==> config.mk <==
export PLATFORM = sky130hd
export DESIGN_NAME = tx_initiated_point_test_rx
export DESIGN_NICKNAME = d
export VERILOG_FILES = /design/src/rtl/pt_pkg.sv /design/src/rtl/pt_rx_timeout.sv /design/src/rtl/tx_initiated_point_test_rx.sv
export SDC_FILE = /design/constraint.sdc
export NUM_CORES = 1
export LEC_CHECK = 0
export ABC_CLOCK_PERIOD_IN_PS = 4600
export BUFFER_PORTS_ARGS = -buffer_cell sky130_fd_sc_hd__buf_2
export CAP_MARGIN = 10
export CORE_AREA = 3 3 66 68
export DETAILED_ROUTE_END_ITERATION = 8
export DIE_AREA = 0 0 69 71
export GPL_ROUTABILITY_DRIVEN = 0
export GPL_TIMING_DRIVEN = 0
export PLACE_DENSITY = 0.73
export SYNTH_ARGS = -nofsm -noshare
export SYNTH_HDL_FRONTEND = slang
export SYNTH_HIERARCHICAL = 1
export SYNTH_SLANG_ARGS = --single-unit
==> constraint.sdc <==
create_clock -name clk -period 4.6 [get_ports clk]
set_input_delay 0.23 -clock clk [delete_from_list [all_inputs] [get_ports clk]]
set_output_delay 0.23 -clock clk [all_outputs]
set_load 0.01 [all_outputs]
==> src/rtl/pt_pkg.sv <==
// Shared definitions for the TX-initiated point-test blocks: sideband message codes,
// sideband data bit positions and the RX responder state encoding.
package pt_pkg;

  localparam logic [3:0] MsgStartReq   = 4'b0001;
  localparam logic [3:0] MsgStartResp  = 4'b0010;
  localparam logic [3:0] MsgClearReq   = 4'b0011;
  localparam logic [3:0] MsgClearResp  = 4'b0100;
  localparam logic [3:0] MsgResultReq  = 4'b0101;
  localparam logic [3:0] MsgResultResp = 4'b0110;
  localparam logic [3:0] MsgEndReq     = 4'b0111;
  localparam logic [3:0] MsgEndResp    = 4'b1000;

  // Bit positions inside the 16-bit sideband data word.
  localparam int unsigned PtDataPatternBit = 0;
  localparam int unsigned PtBurstCountBit  = 1;
  localparam int unsigned PtCompModeBit    = 2;

  typedef enum logic [3:0] {
    StIdle,
    StWaitStart,
    StStartResp,
    StWaitClear,
    StClearResp,
    StCompare,
    StResultResp,
    StWaitEnd,
    StEndResp,
    StTestFinished
  } pt_rx_state_e;

  function automatic logic pt_is_wait_state(pt_rx_state_e s);
    return (s == StWaitStart) || (s == StWaitClear) || (s == StCompare) || (s == StWaitEnd);
  endfunction

endpackage

==> src/rtl/pt_rx_timeout.sv <==
// Wait-state watchdog for the point-test responder: counts cycles spent in one wait state
// and flags expiry after TIMEOUT_CYCLES of them.
module pt_rx_timeout #(
  parameter int unsigned TIMEOUT_CYCLES = 800000
) (
  input  logic clk,
  input  logic rst_n,
  input  logic run,
  input  logic restart,
  output logic expired
);

  localparam logic [19:0] Limit = 20'(TIMEOUT_CYCLES - 1);

  logic [19:0] cnt_q, cnt_d;

  assign expired = run && (cnt_q == Limit);

  always_comb begin
    cnt_d = cnt_q + 20'd1;
    if (!run || restart || expired) begin
      cnt_d = '0;
    end
  end

  always_ff @(posedge clk or negedge rst_n) begin
    if (!rst_n) begin
      cnt_q <= '0;
    end else begin
      cnt_q <= cnt_d;
    end
  end

endmodule

==> src/rtl/tx_initiated_point_test_rx.sv <==
// Partner-side responder for the TX-initiated D2C point test. Define PT_RX_TIMEOUT_EN to add
// the wait-state watchdog and the sticky o_timeout port.
module tx_initiated_point_test_rx
  import pt_pkg::*;
#(
  parameter int unsigned TIMEOUT_CYCLES = 800000,
  parameter int unsigned NUM_LANES      = 16
) (
  input  logic                 clk,
  input  logic                 rst_n,
  input  logic                 i_en,
  input  logic [3:0]           i_sideband_message,
  input  logic [15:0]          i_sideband_data,
  input  logic                 i_sideband_message_valid,
  input  logic                 i_busy_negedge_detected,
  input  logic [NUM_LANES-1:0] i_comparison_result,
  output logic [3:0]           o_sideband_message,
  output logic [15:0]          o_sideband_data,
  output logic                 o_valid_tx,
  output logic                 o_comparator_en,
  output logic                 o_lfsr_clear,
  output logic                 o_valtrain_sel,
  output logic                 o_test_ack_rx
`ifdef PT_RX_TIMEOUT_EN
  ,
  output logic                 o_timeout
`endif
);

  pt_rx_state_e state_q, state_d, fsm_next;
  logic [3:0]   msg_q, msg_d;
  logic [15:0]  data_q, data_d;
  logic         valid_q, valid_d;
  logic         cmp_en_q, cmp_en_d;
  logic         lfsr_clear_q, lfsr_clear_d;
  logic [2:0]   cfg_q, cfg_d;
  logic         ack_q, ack_d;
  logic         timeout_hit;

  logic req_start, req_clear, req_result, req_end, busy_done;

  assign req_start  = i_sideband_message_valid && (i_sideband_message == MsgStartReq);
  assign req_clear  = i_sideband_message_valid && (i_sideband_message == MsgClearReq);
  assign req_result = i_sideband_message_valid && (i_sideband_message == MsgResultReq);
  assign req_end    = i_sideband_message_valid && (i_sideband_message == MsgEndReq);
  assign busy_done  = i_busy_negedge_detected;

  // Only the pattern bit drives hardware here; the rest is held for the partner's use.
  logic unused_bits;
  assign unused_bits = ^{cfg_q[PtCompModeBit:PtBurstCountBit], i_sideband_data[15:3]};

  always_comb begin
    state_d      = state_q;
    fsm_next     = state_q;
    msg_d        = msg_q;
    data_d       = data_q;
    valid_d      = valid_q;
    cmp_en_d     = cmp_en_q;
    lfsr_clear_d = 1'b0;
    cfg_d        = cfg_q;
    ack_d        = ack_q;

    // Entering a response: a busy strobe in the same cycle wins over the new valid.
    unique case (state_q)
      StIdle: begin
        if (i_en) state_d = StWaitStart;
      end
      StWaitStart: begin
        if (req_start) begin
          cfg_d   = i_sideband_data[PtCompModeBit:PtDataPatternBit];
          msg_d   = MsgStartResp;
          data_d  = '0;
          valid_d = ~busy_done;
          state_d = StStartResp;
        end
      end
      StStartResp: begin
        if (busy_done) begin
          msg_d   = '0;
          valid_d = 1'b0;
          state_d = StWaitClear;
        end
      end
      StWaitClear: begin
        if (req_clear) begin
          lfsr_clear_d = 1'b1;
          msg_d        = MsgClearResp;
          data_d       = '0;
          valid_d      = ~busy_done;
          state_d      = StClearResp;
        end
      end
      StClearResp: begin
        if (busy_done) begin
          msg_d    = '0;
          valid_d  = 1'b0;
          cmp_en_d = 1'b1;
          state_d  = StCompare;
        end
      end
      StCompare: begin
        if (req_result) begin
          data_d                 = '0;
          data_d[NUM_LANES-1:0]  = i_comparison_result;
          cmp_en_d               = 1'b0;
          msg_d                  = MsgResultResp;
          valid_d                = ~busy_done;
          state_d                = StResultResp;
        end
      end
      StResultResp: begin
        if (busy_done) begin
          msg_d   = '0;
          data_d  = '0;
          valid_d = 1'b0;
          state_d = StWaitEnd;
        end
      end
      StWaitEnd: begin
        if (req_end) begin
          msg_d   = MsgEndResp;
          data_d  = '0;
          valid_d = ~busy_done;
          state_d = StEndResp;
        end
      end
      StEndResp: begin
        if (busy_done) begin
          msg_d   = '0;
          data_d  = '0;
          valid_d = 1'b0;
          ack_d   = 1'b1;
          state_d = StTestFinished;
        end
      end
      StTestFinished: begin
        state_d = StTestFinished;
      end
      default: begin
        state_d = StIdle;
      end
    endcase

    fsm_next = state_d;

    if (!i_en || timeout_hit) begin
      state_d  = StIdle;
      msg_d    = '0;
      data_d   = '0;
      valid_d  = 1'b0;
      cmp_en_d = 1'b0;
      cfg_d    = '0;
      ack_d    = 1'b0;
      lfsr_clear_d = 1'b0;
    end
  end

  always_ff @(posedge clk or negedge rst_n) begin
    if (!rst_n) begin
      state_q      <= StIdle;
      msg_q        <= '0;
      data_q       <= '0;
      valid_q      <= 1'b0;
      cmp_en_q     <= 1'b0;
      lfsr_clear_q <= 1'b0;
      cfg_q        <= '0;
      ack_q        <= 1'b0;
    end else begin
      state_q      <= state_d;
      msg_q        <= msg_d;
      data_q       <= data_d;
      valid_q      <= valid_d;
      cmp_en_q     <= cmp_en_d;
      lfsr_clear_q <= lfsr_clear_d;
      cfg_q        <= cfg_d;
      ack_q        <= ack_d;
    end
  end

  assign o_sideband_message = msg_q;
  assign o_sideband_data    = data_q;
  assign o_valid_tx         = valid_q;
  assign o_comparator_en    = cmp_en_q;
  assign o_lfsr_clear       = lfsr_clear_q;
  assign o_valtrain_sel     = cfg_q[PtDataPatternBit];
  assign o_test_ack_rx      = ack_q;

`ifdef PT_RX_TIMEOUT_EN
  logic wd_run, wd_restart;
  logic en_q, timeout_q, timeout_d;

  assign wd_run     = pt_is_wait_state(state_q);
  assign wd_restart = (fsm_next != state_q);

  pt_rx_timeout #(
    .TIMEOUT_CYCLES(TIMEOUT_CYCLES)
  ) u_timeout (
    .clk    (clk),
    .rst_n  (rst_n),
    .run    (wd_run),
    .restart(wd_restart),
    .expired(timeout_hit)
  );

  // Sticky across aborts; only a fresh enable clears it.
  always_comb begin
    timeout_d = timeout_q | timeout_hit;
    if (i_en && !en_q) timeout_d = 1'b0;
  end

  always_ff @(posedge clk or negedge rst_n) begin
    if (!rst_n) begin
      en_q      <= 1'b0;
      timeout_q <= 1'b0;
    end else begin
      en_q      <= i_en;
      timeout_q <= timeout_d;
    end
  end

  assign o_timeout = timeout_q;
`else
  localparam int unsigned UnusedTimeoutCycles = TIMEOUT_CYCLES;
  assign timeout_hit = 1'b0;
`endif

endmodule
Word-level counts from Yosys, hierarchy flattened --
Index checks and enable logic that the tools add are counted.
Word-level totals: bits in registers 29, input port bits 41, output and inout bits 25, word-level logic and storage cells 91
Cells by class: equal/unequal tests 30, muxes and demuxes 39, bitwise logic cells 1, reduce and logical (&&, ||, !) cells 13
Operators by type and width (number):
- $mux W16 | 6
- $pmux W16 S5 | 1
- $mux W4 | 11
- $pmux W4 S10 | 1
- $eq A4 B3 Y1 const B | 6
- $ne A3 B3 Y1 const B | 8
- $pmux W4 S5 | 1
- $mux W1 | 17
- $eq A4 B2 Y1 const B | 3
- $ne A6 B2 Y1 const B | 2
- $reduce_and A6 Y1 | 2
- $eq A4 B1 Y1 const B | 2
- $eq A4 B4 Y1 const B | 2
- $ne A2 B1 Y1 const B | 4
- $reduce_and A8 Y1 | 1
- $ne A3 B2 Y1 const B | 2
- $pmux W1 S5 | 1
- $logic_and A1 B1 Y1 | 4
- $logic_not A4 Y1 | 1
- $reduce_and A2 Y1 | 2
- $reduce_or A4 Y1 | 1
- $ne A3 B1 Y1 const B | 1
- $reduce_and A3 Y1 | 1
- $pmux W1 S2 | 1
- other kinds (2) | 2

Longest topological paths before layout --
Gate-level depths: netlist of the first run.
depth after elaboration 5, mapped depth 10

Worst setup path after synthesis of the first run --
Ideal clock, no wire load.
path type flip-flop to flip-flop, from register state_q[3], to register data_q[10], in the netlist o_sideband_data[10], library setup time 0.124 ns, arrival time 1.832 ns, data required time 4.476 ns, path slack 2.645 ns, stages on the path, launching flop included 10, path buffers 3, cell sequence dfrtp_1 -> buf_6 -> nand2b_1 -> or4_4 -> a2bb2oi_4 -> nor2_2 -> and2_4 -> buf_6 -> buf_6 -> mux2i_1
On the way: cells in the longest elaborated chain, start to end 4, elaborated cells on any way between the ends 16
RTL lines:
- start: declaration | line tx_initiated_point_test_rx.sv:30 | pt_rx_state_e state_q, state_d, fsm_next;
- start signal: assignment | line tx_initiated_point_test_rx.sv:160 | state_q <= StIdle;
- start signal: assignment | line tx_initiated_point_test_rx.sv:169 | state_q <= state_d;
- $eq A4 B4 Y1 or $eq A4 B3 Y1 (tied branches) | line tx_initiated_point_test_rx.sv:64 | unique case (state_q)
- $reduce_or A2 Y1 (no source line)
- $ne A6 B2 Y1 (no source line) (tied with other cells)
- $reduce_and A6 Y1 (no source line) or $mux W16 (tied branches)
- end signal: assignment | line tx_initiated_point_test_rx.sv:171 | data_q <= data_d;
- end: declaration | line tx_initiated_point_test_rx.sv:32 | logic [15:0] data_q, data_d;
Parallel ways exist; a longest one is shown, timed or not. A chain may end at the register's enable or synchronous reset.

Worst setup path in the final report of the first run --
from register state_q[2], to register data_q[7], in the netlist o_sideband_data[7]
Same word-level chain as after synthesis.

==> metrics.yaml, run 1 <==
hp-class: "in2reg"
path_clk_slew_ns: 0.09
grt_pass1_vias: 1186
initial_core_util_pct: 38.91
vias_per_cell: 4.798
wl_per_cell_um: 11.60
tightest_slew_ns: 0.6165
fmax_ghz: 0.4649
ys_ff_latch: 28
grt_max_degree: 29
core_area_um2: 3914
fin_ws_ns: 2.449
finalMaxSlewViolations: 0
synthArstFlopShare_pct: 100.0
synth_fa_ha_area_share_pct: 0
wl_um: 3039
clock_latency_ns: 0.27
track_usage_pct: 13.02
n_antenna_cell: 0
synth_top_family_by_area: "simple AND/OR/NAND/NOR gates"
fin_setup_tns_ns: 0
cts.sinks: 28
relSlewSlack_pct: 58.90
gr-total-overflow: 0
synth-compound-area-share_pct: 11.67
crit_type: "reg2reg"
syn_to_final_growth_pct: 24.49
post-cts-setup-buffers: 0
die_h_um: 71
p_leak_nw: 0.9698
cts_buffer_depth: 2
rsz0062_at_grt: "false"
start_kind: "flip-flop"
antenna_found_initial: 0
die-area_um2: 4899
grt_pass1_wl_um: 5340
seq_area_um2: 700.7
final_common_cell: "buf_2"
hold_violations: 0
multi_input_area_um2: 653.1
drt_first_pass_iters: 4
nFillCells: 397
drc: 0
endpoint_kind: "flip-flop"
required_ns: 4.80
synthesis.area_um2: 1523
dp_slack_ns: 2.429
p_per_area_nw_per_um2: 428.4
synthXorXnorAreaFrac_pct: 0.5752
post-dp-hpwl_um: 2338
clockRootBuffer: "clkbuf_8"
drive_gt1_share_pct: 33.02
period_minus_slack_ns: 2.151
drv_cap: 0
ant_nets: 0
clock-skew-final_ns: 0.001312
fp.dieW_um: 69
status: "completed"
arrival_ns: 2.35
path_max_fanout: 10
yosys.area_share.simple_pct: 17.17
ctsHtreeMaxLevel: 1
final_util_pct: 48.43
layout_common_cells: "buf_2 (49), dfrtp_1 (28), inv_1 (23), nand2_1 (21), mux2i_1 (19)"
ys_dominant_reg_cell: "dfrtp_1"
drt_iter0_drc: 48
ys_warn_count: 6
rows: 23
nets: 254
muxShareOfSynthArea_pct: 13.23
cts_buffers: 3
tritoncts: "done"
irDropWorstVdd_mv: 0.2150
syn_inst: 158
io_pins: 66
setup_viol: 0
synth_edf_count: 0
synth_seq_area_share_pct: 46.01
syn_avg_cell_area_um2: 9.637
port_buffers: 49
syn_nets: 199
finalCritPeriodShare_pct: 46.76
num_vias: 1257
ys_types: 41
## area by class of cell
class                   count  share of cell area [%]
plain buffers              10                   3.960
clock buffers               4                   2.904
well taps                  50                   3.300
inverters                  25                   4.950
repair buffers             50                   13.47
multi-input cells          95                   34.46
flip-flops and latches     28                   36.96
## power by group
group / internal [W] / total [W] / switching, W
clock: 0.0000765 / 0.000147 / 0.0000709
combinational: 0.000167 / 0.000363 / 0.000197
sequential: 0.000281 / 0.000301 / 0.0000206
## flip-flops by register name, summed over array words and instances, names as in the netlist
name / flops
o_test_ack_rx: 1
cfg_q: 1
state_q: 4
o_comparator_en: 1
o_valid_tx: 1
o_sideband_message: 3
o_sideband_data: 16
o_lfsr_clear: 1
## worst max-delay path, cell delays in order, from the launching register on
cell and delay, ns:
dfrtp_1 0.37, buf_4 0.16, nor3b_2 0.19, and3_1 0.18
buf_4 0.17, a2bb2oi_4 0.15, nor2_2 0.18, and2_4 0.18
buf_6 0.13, buf_6 0.18, mux2i_1 0.20
## path summary, 6_finish.rpt
kind | from | endpoint | slack (ns) | cells past startpoint
worst min register to register | o_sideband_message[2] | o_sideband_message[2] | 0.51 | 1
worst min-delay path | i_comparison_result[8] | o_sideband_data[8] | 0.19 | 3
worst max register to register | state_q[2] | o_sideband_data[7] | 2.45 | 10
min in group asynchronous | rst_n | o_lfsr_clear | 0.50 | 2
worst max-delay path | state_q[2] | o_sideband_data[7] | 2.45 | 10
max in group asynchronous | rst_n | o_sideband_data[14] | 3.70 | 2
## synth_stat cells, types with 2 or more instances
library cell	count	area share, %
nand2_1	21	5.2
buf_4	4	2.0
a21boi_0	3	1.5
dfrtp_1	28	46
mux2i_1	19	12
o21ai_0	3	0.99
buf_6	3	2.2
inv_1	23	5.7
clkbuf_1	3	0.74
nand3_1	4	1.3
nand2b_1	2	0.82
nor3_1	4	1.3
inv_2	2	0.49
a21oi_1	5	1.6
o211ai_1	3	1.5
nor2_1	6	1.5
## kinds of logic after synthesis
kind of cell	count (synthesis)
simple gates	50
buf+inv	35
flops	28
compound gates	23
mux	20
xor+xnor	1
other cells	1
## through the flow
stage                     cells  hold WS [ns]  area [um2]  total power (W)
after floorplan             158      -0.06559        1523        0.0005834
after global placement      257        0.2852        1831        0.0006694
after detailed placement    257        0.2894        1831        0.0006729
after CTS                   262        0.1821        1896        0.0008263
after global routing        262        0.1872        1896        0.0008714
final                       262        0.1914        1896        0.0008121
## per-layer routing
metal	up-vias	global-route usage, %	wire (um)
li1	629	-	-
met5	-	0	0
met2	42	22.35	1396
met1	582	16.68	1417
met3	4	2.131	172
met4	0	4.555	53
## repair_timing
item / 4_1_cts / 5_1_grt
setup endpoints to repair: 0 / 0
endpoints found under the hold margin: 28 / 0
hold buffers: 1 / 0
resized for setup: 0 / 0
Note: power is estimated with default switching activity, not from simulation.
==> run 2: changes to the inputs <==
- ABC_CLOCK_PERIOD_IN_PS: 4600 -> 2200
- clock period: 4.6 -> 2.2 ns (I/O delays scaled with it)
==> metrics.yaml, run 2 (same netlist as run 1, synthesis figures left out) <==
multi_input_area_um2: 666.9
n_antenna_cell: 0
clock_latency_ns: 0.27
r2r_cells: 7
drt_first_pass_iters: 4
drc: 0
min_to: "o_sideband_data[8]"
finalMaxSlewViolations: 0
core_area_um2: 3914
track_usage_pct: 13.02
cts_buffer_depth: 2
finalCritPeriodShare_pct: 93.11
clockRootBuffer: "clkbuf_8"
status: "completed"
r2r_end: "o_sideband_message[2]"
drt_iter0_drc: 57
p_per_area_nw_per_um2: 892.4
hold_violations: 0
io_pins: 66
rows: 23
fmax_ghz: 0.4882
path_max_fanout: 9
slowest_stage: "or4_4"
drive_gt1_share_pct: 33.49
ant_nets: 0
grt_max_degree: 29
hold_depth: 3
final_common_cell: "buf_2"
irDropWorstVdd_mv: 0.4496
initial_core_util_pct: 38.91
endpoint_kind: "flip-flop"
drv_cap: 0
path_clk_slew_ns: 0.09
arrival_ns: 2.21
hp-class: "in2reg"
nFillCells: 398
layout_common_cells: "buf_2 (49), dfrtp_1 (28), inv_1 (23), nand2_1 (21), mux2i_1 (19)"
final_util_pct: 48.69
crit_family: "simple AND/OR/NAND/NOR gates"
crit_type: "reg2reg"
rsz0062_at_grt: "false"
fp.dieW_um: 69
nets: 254
start_kind: "flip-flop"
die_h_um: 71
r2r_slack_ns: 0.15
wl_per_cell_um: 11.60
relSlewSlack_pct: 58.92
dp_slack_ns: 0.02933
fin_ws_ns: 0.1516
post-dp-hpwl_um: 2338
clock-skew-final_ns: 0.0008689
cp_slowest_stage_delay_ns: 0.47
tritoncts: "done"
vias_per_cell: 4.775
largest_register_ffs: 16
period_minus_slack_ns: 2.048
antenna_found_initial: 0
seq_area_um2: 700.7
wl_um: 3039
cts_buffers: 3
num_vias: 1251
setup_viol: 0
fin_setup_tns_ns: 0
gr-total-overflow: 0
crit_chain: "buf_6 > nand2b_1 > or4_4 > a2bb2oi_4 > nor2_4 > nand3_1 > mux2_2"
required_ns: 2.36
r2r-start: "state_q[3]"
port_buffers: 49
tightest_slew_ns: 0.6161
die-area_um2: 4899
cts.sinks: 28
cp_num_buf_inv: 1
worstHoldStart: "i_comparison_result[8]"
grt_pass1_wl_um: 5340
syn_to_final_growth_pct: 25.14
ctsHtreeMaxLevel: 1
p_leak_nw: 0.9698
grt_pass1_vias: 1186
run 2: what timing repair did:
action / 4_1_cts / 5_1_grt
hold endpoints to repair: 28 / 0
gates resized for setup: 0 / 3
hold buffers: 1 / 0
setup buffers: 0 / 1
endpoints found under the setup margin: 0 / 11
run 2: how the worst max path moves through the flow:
stage                     from                    end  cells past startpoint  slack [ns]
floorplan           state_q[3]    o_sideband_data[10]                      9        0.24
global placement    state_q[2]     o_sideband_data[4]                     10        0.05
detailed placement  state_q[2]     o_sideband_data[7]                     10        0.03
CTS                 state_q[2]     o_sideband_data[7]                     10        0.01
global route        state_q[3]  o_sideband_message[2]                      8        0.03
finish              state_q[3]  o_sideband_message[2]                      7        0.15
run 2: routing by layer:
metal / vias to the layer above / global-route usage, % / share of wire (%)
met4: 0 / 4.555 / 1.8
met5: - / 0 / 0
met3: 4 / 2.131 / 6.2
met1: 577 / 16.68 / 45
li1: 631 / - / -
met2: 39 / 22.35 / 47
run 2: area by class of cell:
class / count / share of cell area, %
well taps: 50 / 3.283
plain buffers: 9 / 3.349
inverters: 25 / 4.924
clock buffers: 4 / 2.889
flip-flops and latches: 28 / 36.77
repair buffers: 51 / 13.79
multi-input cells: 95 / 35.00
run 2: metrics by stage:
stage	hold WS, ns	instances	total power (W)	cell area, um2
2_1_floorplan	-0.1856	158	0.001220	1523
3_3_place_gp	0.1652	257	0.001400	1831
3_5_place_dp	0.1694	257	0.001407	1831
4_1_cts	0.06214	262	0.001728	1896
5_1_grt	0.06718	262	0.001828	1906
6_report	0.07099	262	0.001701	1906
run 2: tightest hold or removal path: stages:
cell     delay, ns
buf_2         0.10
nand2_1       0.04
mux2i_1       0.06
run 2: report_power, final:
part | switching [W] | internal [W]
Combinational | 0.000417 | 0.000347
Sequential | 0.0000411 | 0.000587
Clock | 0.000148 | 0.000160
Total | 0.000606 | 0.00109
==> run 3: changes to the inputs <==
- ABC_CLOCK_PERIOD_IN_PS: 2200 -> not set
- CORE_AREA: 3 3 66 68 -> 3 3 61 63
- DIE_AREA: 0 0 69 71 -> 0 0 64 66
- PLACE_DENSITY: 0.73 -> 0.83
==> metrics.yaml, run 3 (same netlist as run 1, synthesis figures left out) <==
status: "completed"
drc: 0
rsz0062_at_grt: "false"
cts_buffers: 3
n_antenna_cell: 0
path_clk_slew_ns: 0.14
ant_nets: 0
drive_gt1_share_pct: 32.70
r2r-start: "state_q[3]"
grt_max_degree: 29
period_minus_slack_ns: 2.107
rows: 21
crit_type: "reg2reg"
grt_pass1_vias: 1176
clockRootBuffer: "clkbuf_4"
p_total_w: 0.001631
p_per_area_nw_per_um2: 871.3
die-area_um2: 4224
initial_core_util_pct: 46.36
nFillCells: 280
nets: 253
worstHoldStart: "i_comparison_result[2]"
core_area_um2: 3284
fmax_ghz: 0.4746
ctsHtreeMaxLevel: 1
hold_violations: 0
grt_pass1_wl_um: 5168
port_buffers: 49
gr-total-overflow: 0
hp-class: "in2reg"
multi_input_area_um2: 664.4
die_h_um: 66
largest_register_ffs: 16
setup_viol: 0
wl_per_cell_um: 11.96
drt_iter0_drc: 64
seq_area_um2: 700.7
cts_buffer_depth: 2
tritoncts: "done"
fp.dieW_um: 64
required_ns: 2.42
drt_first_pass_iters: 4
fin_ws_ns: 0.09312
arrival_ns: 2.33
endpoint_kind: "flip-flop"
cts.sinks: 28
tightest_slew_ns: 0.6100
wl_um: 3075
clock-skew-final_ns: 0.006293
fin_setup_tns_ns: 0
crit_chain: "buf_6 > nand2b_1 > or4_4 > a2bb2oi_4 > nor2_4 > nand3_1 > mux2_2"
drv_cap: 0
cp_slowest_stage_delay_ns: 0.47
slowest_stage: "or4_4"
num_vias: 1248
finalMaxSlewViolations: 0
p_leak_nw: 0.9563
dp_slack_ns: 0.04363
final_common_cell: "buf_2"
relSlewSlack_pct: 59.33
finalCritPeriodShare_pct: 95.77
path_max_fanout: 9
irDropWorstVdd_mv: 0.4073
io_pins: 66
track_usage_pct: 15.10
layout_common_cells: "buf_2 (49), dfrtp_1 (28), inv_1 (23), nand2_1 (21), mux2i_1 (19)"
start_kind: "flip-flop"
post-cts-setup-buffers: 0
syn_to_final_growth_pct: 22.93
vias_per_cell: 4.856
final_util_pct: 56.99
post-dp-hpwl_um: 2337
clock_latency_ns: 0.32
antenna_found_initial: 0
startpoint: "state_q[3]"
-- run 3: cell types whose count changed in the layout (fill, tap and decap cells not counted), sizes merged --
cell  previous run  this run
buf             56        55
-- run 3: metal layers --
layer / vias to the layer above / GRT usage (%) / share of wire [%]
met3: 4 / 2.551 / 6.4
met1: 568 / 21.24 / 49
met4: 0 / 3.504 / 0.55
met2: 47 / 24.26 / 44
li1: 629 / - / -
met5: - / 0 / 0
-- run 3: cell type report --
type / count / share of cell area (%)
plain buffers: 9 / 3.409
clock buffers: 4 / 1.938
inverters: 25 / 5.013
multi-input cells: 95 / 35.49
flip-flops and latches: 28 / 37.43
well taps: 46 / 3.075
repair buffers: 50 / 13.64
-- run 3: worst max-delay path: cells and delay by family (launching register included) --
| family | cells | cell delay, ns |
|---|---|---|
| simple gates | 4 | 0.89 |
| buf+inv | 1 | 0.14 |
| mux | 1 | 0.35 |
| flops | 1 | 0.40 |
| compound gates | 1 | 0.22 |
-- run 3: path summary, 6_finish.rpt --
check / end / slack [ns] / cells after the start
setup / recovery: o_sideband_message[2] / 0.09 / 7
min in group asynchronous: o_sideband_data[0] / 0.32 / 2
hold reg to reg: o_valid_tx / 0.52 / 2
setup reg to reg: o_sideband_message[2] / 0.09 / 7
hold / removal: o_sideband_data[2] / 0.01 / 3
max in group asynchronous: o_sideband_data[6] / 1.48 / 2
-- run 3: timing repair --
action,4_1_cts,5_1_grt
hold endpoints to repair,28,0
endpoints found under the setup margin,0,11
resized for setup,0,2
hold buffers,1,0
-- run 3: power by group --
part | internal [W] | switching [W] | total [W]
combinational | 0.000338 | 0.000418 | 0.000756
sequential | 0.000587 | 0.0000446 | 0.000632
clock | 0.000101 | 0.000142 | 0.000244
total | 0.00103 | 0.000605 | 0.00163
-- run 3: stage by stage --
stage | area [um2] | std cells | hold slack (ns)
after floorplan | 1523 | 158 | -0.1856
after global placement | 1826 | 253 | 0.1558
after detailed placement | 1826 | 253 | 0.1585
after CTS | 1872 | 258 | 0.006138
after global routing | 1872 | 257 | 0.004766
final | 1872 | 257 | 0.01015
